## src/rtl/dac_write_arbiter_if.sv

```systemverilog
// Requester and DAC-transmitter signals seen by dac_write_arbiter.
// slave = arbiter view, master = environment (requesters + transmitter) view.
interface dac_write_arbiter_if;
  logic        req0;
  logic        req1;
  logic [11:0] data0;
  logic [11:0] data1;
  logic [1:0]  pd0;
  logic [1:0]  pd1;
  logic        ack0;
  logic        ack1;
  logic        err0;
  logic        err1;
  logic        tx_start;
  logic [11:0] tx_data;
  logic [1:0]  tx_pd;
  logic        tx_busy;
  logic        tx_done;
  logic        tx_nack;
  logic        busy;
  logic [1:0]  grant;
  logic [7:0]  err_count;

  modport slave (
    input  req0, req1, data0, data1, pd0, pd1, tx_busy, tx_done, tx_nack,
    output ack0, ack1, err0, err1, tx_start, tx_data, tx_pd, busy, grant, err_count
  );

  modport master (
    output req0, req1, data0, data1, pd0, pd1, tx_busy, tx_done, tx_nack,
    input  ack0, ack1, err0, err1, tx_start, tx_data, tx_pd, busy, grant, err_count
  );
endinterface

```

## src/rtl/dac_write_arbiter.sv

```systemverilog
// Round-robin arbiter for two DAC writers feeding one I2C transmitter, with NACK retry and timeout.
// Latency: req -> tx_start 2 cycles, tx_done -> ack/err 1 cycle; tx_busy holds off the launch.
module dac_write_arbiter #(
  parameter int MAX_RETRY   = 2,
  parameter int TIMEOUT_CYC = 4096
) (
  input  logic               clk,
  input  logic               rst,
  dac_write_arbiter_if.slave bus
);

  localparam int RTW = (MAX_RETRY < 1) ? 1 : $clog2(MAX_RETRY + 1);
  localparam int TOW = (TIMEOUT_CYC < 2) ? 1 : $clog2(TIMEOUT_CYC);

  typedef enum logic [1:0] {IDLE, LAUNCH, WAIT_DONE, RESP} state_t;

  state_t          state_q, state_d;
  logic [1:0]      grant_q, grant_d;
  logic [11:0]     data_q, data_d;
  logic [1:0]      pd_q, pd_d;
  logic [RTW-1:0]  retry_q, retry_d;
  logic [TOW-1:0]  tmo_q, tmo_d;
  logic            fail_q, fail_d;
  logic            rr_q, rr_d;
  logic [7:0]      errcnt_q, errcnt_d;
  logic            start_q, start_d;
  logic            pick1;
  logic            ack0, ack1, err0, err1, busy;

  always_ff @(posedge clk or posedge rst) begin
    if (rst) begin
      state_q  <= IDLE;
      grant_q  <= 2'b00;
      data_q   <= 12'h000;
      pd_q     <= 2'b00;
      retry_q  <= '0;
      tmo_q    <= '0;
      fail_q   <= 1'b0;
      rr_q     <= 1'b0;
      errcnt_q <= 8'h00;
      start_q  <= 1'b0;
    end else begin
      state_q  <= state_d;
      grant_q  <= grant_d;
      data_q   <= data_d;
      pd_q     <= pd_d;
      retry_q  <= retry_d;
      tmo_q    <= tmo_d;
      fail_q   <= fail_d;
      rr_q     <= rr_d;
      errcnt_q <= errcnt_d;
      start_q  <= start_d;
    end
  end

  // rr_q set means requester 1 wins a tie.
  assign pick1 = bus.req1 & (~bus.req0 | rr_q);

  always_comb begin
    state_d  = state_q;
    grant_d  = grant_q;
    data_d   = data_q;
    pd_d     = pd_q;
    retry_d  = retry_q;
    tmo_d    = tmo_q;
    fail_d   = fail_q;
    rr_d     = rr_q;
    errcnt_d = errcnt_q;
    start_d  = 1'b0;
    case (state_q)
      IDLE: begin
        if (bus.req0 | bus.req1) begin
          grant_d = pick1 ? 2'b10 : 2'b01;
          data_d  = pick1 ? bus.data1 : bus.data0;
          pd_d    = pick1 ? bus.pd1 : bus.pd0;
          retry_d = '0;
          fail_d  = 1'b0;
          state_d = LAUNCH;
        end
      end
      LAUNCH: begin
        if (!bus.tx_busy) begin
          start_d = 1'b1;
          tmo_d   = '0;
          state_d = WAIT_DONE;
        end
      end
      WAIT_DONE: begin
        tmo_d = tmo_q + 1'b1;
        // A completing frame wins over a timeout expiring in the same cycle.
        if (bus.tx_done) begin
          if (!bus.tx_nack) begin
            fail_d  = 1'b0;
            state_d = RESP;
          end else if (retry_q < RTW'(MAX_RETRY)) begin
            retry_d = retry_q + 1'b1;
            state_d = LAUNCH;
          end else begin
            fail_d  = 1'b1;
            state_d = RESP;
          end
        end else if (tmo_q == TOW'(TIMEOUT_CYC - 1)) begin
          fail_d  = 1'b1;
          state_d = RESP;
        end
      end
      RESP: begin
        rr_d    = grant_q[0];
        grant_d = 2'b00;
        if (fail_q && (errcnt_q != 8'hFF)) begin
          errcnt_d = errcnt_q + 8'd1;
        end
        state_d = IDLE;
      end
      default: state_d = IDLE;
    endcase
  end

  always_comb begin
    ack0 = 1'b0;
    ack1 = 1'b0;
    err0 = 1'b0;
    err1 = 1'b0;
    busy = (state_q != IDLE);
    if (state_q == RESP) begin
      ack0 = grant_q[0] & ~fail_q;
      ack1 = grant_q[1] & ~fail_q;
      err0 = grant_q[0] & fail_q;
      err1 = grant_q[1] & fail_q;
    end
  end

  assign bus.ack0      = ack0;
  assign bus.ack1      = ack1;
  assign bus.err0      = err0;
  assign bus.err1      = err1;
  assign bus.busy      = busy;
  assign bus.tx_start  = start_q;
  assign bus.tx_data   = data_q;
  assign bus.tx_pd     = pd_q;
  assign bus.grant     = grant_q;
  assign bus.err_count = errcnt_q;

endmodule

```

## src/flat_wrapper.sv

```systemverilog
// flat-port wrapper written by rule: the top's interface ports become plain ports
module dac_write_arbiter_flat 
#(
  parameter int MAX_RETRY   = 2,
  parameter int TIMEOUT_CYC = 4096
)
  (clk, rst, bus_req0, bus_req1, bus_data0, bus_data1, bus_pd0, bus_pd1, bus_tx_busy, bus_tx_done, bus_tx_nack, bus_ack0, bus_ack1, bus_err0, bus_err1, bus_tx_start, bus_tx_data, bus_tx_pd, bus_busy, bus_grant, bus_err_count);
  dac_write_arbiter_if bus_i ();
  input  logic clk;
  input  logic rst;
  input wire logic [$bits(bus_i.req0)-1:0] bus_req0;
  input wire logic [$bits(bus_i.req1)-1:0] bus_req1;
  input wire logic [$bits(bus_i.data0)-1:0] bus_data0;
  input wire logic [$bits(bus_i.data1)-1:0] bus_data1;
  input wire logic [$bits(bus_i.pd0)-1:0] bus_pd0;
  input wire logic [$bits(bus_i.pd1)-1:0] bus_pd1;
  input wire logic [$bits(bus_i.tx_busy)-1:0] bus_tx_busy;
  input wire logic [$bits(bus_i.tx_done)-1:0] bus_tx_done;
  input wire logic [$bits(bus_i.tx_nack)-1:0] bus_tx_nack;
  output wire logic [$bits(bus_i.ack0)-1:0] bus_ack0;
  output wire logic [$bits(bus_i.ack1)-1:0] bus_ack1;
  output wire logic [$bits(bus_i.err0)-1:0] bus_err0;
  output wire logic [$bits(bus_i.err1)-1:0] bus_err1;
  output wire logic [$bits(bus_i.tx_start)-1:0] bus_tx_start;
  output wire logic [$bits(bus_i.tx_data)-1:0] bus_tx_data;
  output wire logic [$bits(bus_i.tx_pd)-1:0] bus_tx_pd;
  output wire logic [$bits(bus_i.busy)-1:0] bus_busy;
  output wire logic [$bits(bus_i.grant)-1:0] bus_grant;
  output wire logic [$bits(bus_i.err_count)-1:0] bus_err_count;
  assign bus_i.req0 = bus_req0;
  assign bus_i.req1 = bus_req1;
  assign bus_i.data0 = bus_data0;
  assign bus_i.data1 = bus_data1;
  assign bus_i.pd0 = bus_pd0;
  assign bus_i.pd1 = bus_pd1;
  assign bus_i.tx_busy = bus_tx_busy;
  assign bus_i.tx_done = bus_tx_done;
  assign bus_i.tx_nack = bus_tx_nack;
  assign bus_ack0 = bus_i.ack0;
  assign bus_ack1 = bus_i.ack1;
  assign bus_err0 = bus_i.err0;
  assign bus_err1 = bus_i.err1;
  assign bus_tx_start = bus_i.tx_start;
  assign bus_tx_data = bus_i.tx_data;
  assign bus_tx_pd = bus_i.tx_pd;
  assign bus_busy = bus_i.busy;
  assign bus_grant = bus_i.grant;
  assign bus_err_count = bus_i.err_count;
  dac_write_arbiter #(.MAX_RETRY(MAX_RETRY), .TIMEOUT_CYC(TIMEOUT_CYC)) u_core (.clk(clk), .rst(rst), .bus(bus_i));
endmodule
```

## config.mk

```make
export PLATFORM = sky130hd
export DESIGN_NAME = dac_write_arbiter_flat
export DESIGN_NICKNAME = d
export VERILOG_FILES = /design/src/rtl/dac_write_arbiter_if.sv /design/src/rtl/dac_write_arbiter.sv /design/src/flat_wrapper.sv
export SDC_FILE = /design/constraint.sdc
export NUM_CORES = 1
export LEC_CHECK = 0
export BUFFER_PORTS_ARGS = -buffer_cell sky130_fd_sc_hd__buf_2
export CAP_MARGIN = 20
export CORE_MARGIN = 8
export CORE_UTILIZATION = 25
export DETAILED_ROUTE_END_ITERATION = 10
export MAX_ROUTING_LAYER = met4
export REMOVE_ABC_BUFFERS = 1
export SYNTH_ARGS = -nofsm -noshare
export SYNTH_HDL_FRONTEND = slang
export SYNTH_SLANG_ARGS = --single-unit
```

## constraint.sdc

```tcl
create_clock -name clk -period 3.2 [get_ports clk]
set_clock_uncertainty 0.15 [all_clocks]
set_input_delay 0.48 -clock clk [delete_from_list [all_inputs] [get_ports clk]]
set_output_delay 0.48 -clock clk [all_outputs]
set_load 0.01 [all_outputs]
```

==> reports/results.tsv <==
stage	metric	value	unit
power	leakage	0.00133	µW
sta	final number of setup-violating endpoints	0	
global_route	number of antenna violations at the first check in global routing	0	
sta	Total Neg Setup Slack	0	ps
global_route	number of global-route vias before repair	1683	
run	number of max-cap violations	0	
routing	wire length after detailed routing	4.76	mm
floorplan	overall die height	108	µm
sta	actual slew at the worst max-slew pin	961	ps
global_route	maximum number of pins on one net before global-route repair	33	
sta	RSZ-0062 raised after global routing	no	
yosys	multiplexer fraction of the synthesized cell area	10.4	%
floorplan	initial core utilization	25.8	%
hold_path	path class of the lowest-slack min-delay path	in -> async	
sta	worst max-slew margin expressed relative to the limit	35.9	%
place	Setup WS pre-CTS	1130	ps
clocking	total number of H-tree levels	2	
setup_path	number of cells on the worst reg-to-reg path	4	
power	Seq pwr share	45.1	%
global_route	global-route total usage across every layer	8.53	%
sta	fin crit share	64.8	%
setup_path	required arrival time at the worst endpoint	3230	ps
cells_and_area	fraction of final layout cells with drive strength greater than 1	34.2	%
routing	average wire per standard cell	12.7	µm
power	switching portion of total power	38.0	%
global_route	GR Overflow Total	0	
cells_and_area	share of the core filled with cells in the final layout	31.8	%
place	number of buffers inserted by port buffering	64	
setup_path	peak fanout along the critical path	32	
sta	post-route minimum period	2070	ps
yosys	post-synthesis sequential area ratio	50.5	%
setup_path	worst reg-to-reg setup slack	1130	ps
setup_path	source of the critical timing path	u_core.state_q[1]	
yosys	simple-gate share of the synthesized area	18.0	%
sta	Slew Viols, Final	0	
yosys	post-synthesis adder-cell area fraction	1.17	%
cells_and_area	antenna diode instance count	0	
routing	Routed Antenna Nets	0	
clocking	Post-CTS Hold Buffers	0	
routing	# DRC	0	
setup_path	Reg2Reg Capture Point	u_core.fail_q	
setup_path	termination of the worst setup path	u_core.fail_q	
sta	post-route worst setup slack	1130	ps
setup_path	R2R Path Start	u_core.state_q[1]	
place	placed wire-length estimate after detailed placement	3.76	mm
sta	achievable clock frequency	482	MHz
yosys	most common flop cell mapped by yosys	dfrtp_1	
yosys	XOR/XNOR share of the synthesized area	2.88	%
clocking	Clock Latency Late Sink	290	ps
yosys	number of enable flip-flop cells after synthesis	0	
routing	violation count after the first detailed-route iteration	41	
yosys	mean instance size in the synthesized netlist	10.4	µm²
routing	first-pass iteration count of the detailed router	4	
yosys	number of warnings printed during yosys synthesis	0	
power	largest vdd supply drop	0.240	mV
yosys	share of async-settable or async-resettable flops after synthesis	100	%
routing	via density per instance	4.40	
yosys	cells after synthesis	205	
setup_path	CP startpoint kind	register	
sta	Final Hold Vio Count	9	
clocking	clock tree root driver cell	clkbuf_8	
setup_path	critical path endpoint category	register	
global_route	wire length of the first global-routing pass	7.96	mm
clocking	clock-pin slew reported for the worst setup and hold paths after clock tree synthesis	80	ps
floorplan	Total Die Area	0.0117	mm²
yosys	top cell type by total area after synthesis	dfrtp_1	
yosys	top cells by instance count after synthesis	dfrtp_1, nor2_1, mux2i_1, nand2_1, nand3_1	
yosys	combinational family with the most area after synthesis	simple AND/OR/NAND/NOR gates	
yosys	most common cell in the netlist	dfrtp_1	
clocking	clock tree from TritonCTS	done	
power	part of the total power dissipated in combinational logic	36.8	%
run_status	violations in the final reports	hold timing	
cells_and_area	fillers	894	
setup_path	Arrival @ worst endpoint	2110	ps
floorplan	area of the placeable core	0.00826	mm²
place	DP Area	0.00251	mm²
setup_path	worst setup path category	reg -> reg	
floorplan	number of top-level pins	65	
power	power dissipated by switching net loads	716	µW
clocking	Clock Sink Count	43	
cells_and_area	# nets final	306	
cells_and_area	post-route design area	0.00263	mm²
clocking	cts repair resizes	0	
yosys	number of distinct library cells after synthesis	39	
power	portion of total power attributed to the clock network	18.1	%
yosys	Synth Cell Area	0.00213	mm²
clocking	post-CTS setup buffer count	0	
clocking	number of buffers created by CTS	5	
clocking	largest buffer count on any clock path	2	
run_status	status	finished, violations left	
power	power density of the placed cells	718	mW/mm²
place	routability cong.	0.702	
routing	overall via count from detail_route	1646	
cells_and_area	area overhead of the layout relative to synthesis	23.3	%
yosys	post-synthesis register bit count	43	
floorplan	count of standard-cell rows	33	
yosys	synthesized-area fraction occupied by ao, oa, aoi and oai cells	11.7	%
yosys	area share of the largest cell type after synthesis	50.5	%
floorplan	horizontal die dimension	108	µm
sta	Post-Route Hold Slack	-13.1	ps
power	internal portion of total power	1170	µW
yosys	largest cells by area after synthesis	dfrtp_1, mux2i_1, nor2_1, nand2_1, nand3_1	
==> layer usage <==
metal	track usage [%]	vias up	share of wire, %
met2	13.5	40	50
li1	-	837	-
met1	10.6	766	46
met3	2.32	3	4.0
met5	-	-	0
met4	2.05	0	0.36
==> state kept, by name (all words and copies together), names as in the netlist <==
register              flops
u_core.tmo_q             12
u_core.bus.grant          2
u_core.fail_q             1
u_core.rr_q               1
u_core.bus.tx_start       1
u_core.retry_q            2
u_core.bus.err_count      8
u_core.state_q            2
u_core.bus.tx_data       12
u_core.bus.tx_pd          2
==> per-stage QoR <==
step / total power, µW / std cells
5_1_grt: 2030 / 374
3_3_place_gp: 1550 / 366
2_1_floorplan: 1290 / 195
6_report: 1890 / 374
3_5_place_dp: 1570 / 366
4_1_cts: 1920 / 373
==> worst min path at each step <==
stage | startpoint | end | slack, ps | cells after the start
2_1_floorplan | u_core.retry_q[0] | u_core.retry_q[0] | 290 | 1
3_3_place_gp | u_core.tmo_q[5] | u_core.tmo_q[5] | 320 | 1
3_5_place_dp | u_core.retry_q[0] | u_core.retry_q[0] | 330 | 1
4_1_cts | rst | u_core.bus.tx_data[5] | 160 | 2
5_1_grt | rst | u_core.bus.tx_data[5] | 3 | 2
6_report | rst | u_core.bus.tx_data[5] | -10 | 2
==> power by group through the flow <==
stage / logic [µW] / registers (µW) / clock network (µW)
detailed placement: 708 / 858 / 0
CTS: 707 / 852 / 360
floorplan: 391 / 894 / 0
finish: 694 / 851 / 342
global route: 779 / 874 / 379
global placement: 689 / 859 / 0
==> critical path: stages (launching register included) <==
cell and delay (ps):
dfrtp_1 480, or2_1 350, nor2_4 580, o32ai_1 170, a32o_1 240
==> placed cells by master, fill, tap and decap left out, types with 3 or more instances in the layout <==
cell	n
nor3_1	4
buf_2	64
o21ai_0	7
nand4_1	4
a21oi_1	13
xor2_1	6
dfrtp_1	43
nand3_1	14
mux2i_1	21
clkbuf_8	6
a21oi_2	3
nand2_1	21
nor2_1	24
inv_1	7
==> kinds of logic after synthesis <==
family | Yosys count
AOI/OAI and AO/OA | 35
xor gates and xnor gates | 7
adders and majority gates | 2
buffers and inverters | 18
DFF | 43
muxes | 22
and+or+nand+nor | 78
==> cell type report <==
class                      instances  area [µm²]  area share (%)
multi-input combinational        144         940            35.8
sequential                        43        1080            41.0
clock inverter                     1        5.00           0.190
clock buffer                       6        82.6            3.14
timing repair buffer              67         363            13.8
tap                              105         131            5.00
inverter                           8        30.0            1.14
(Power assumes the default switching activity.)
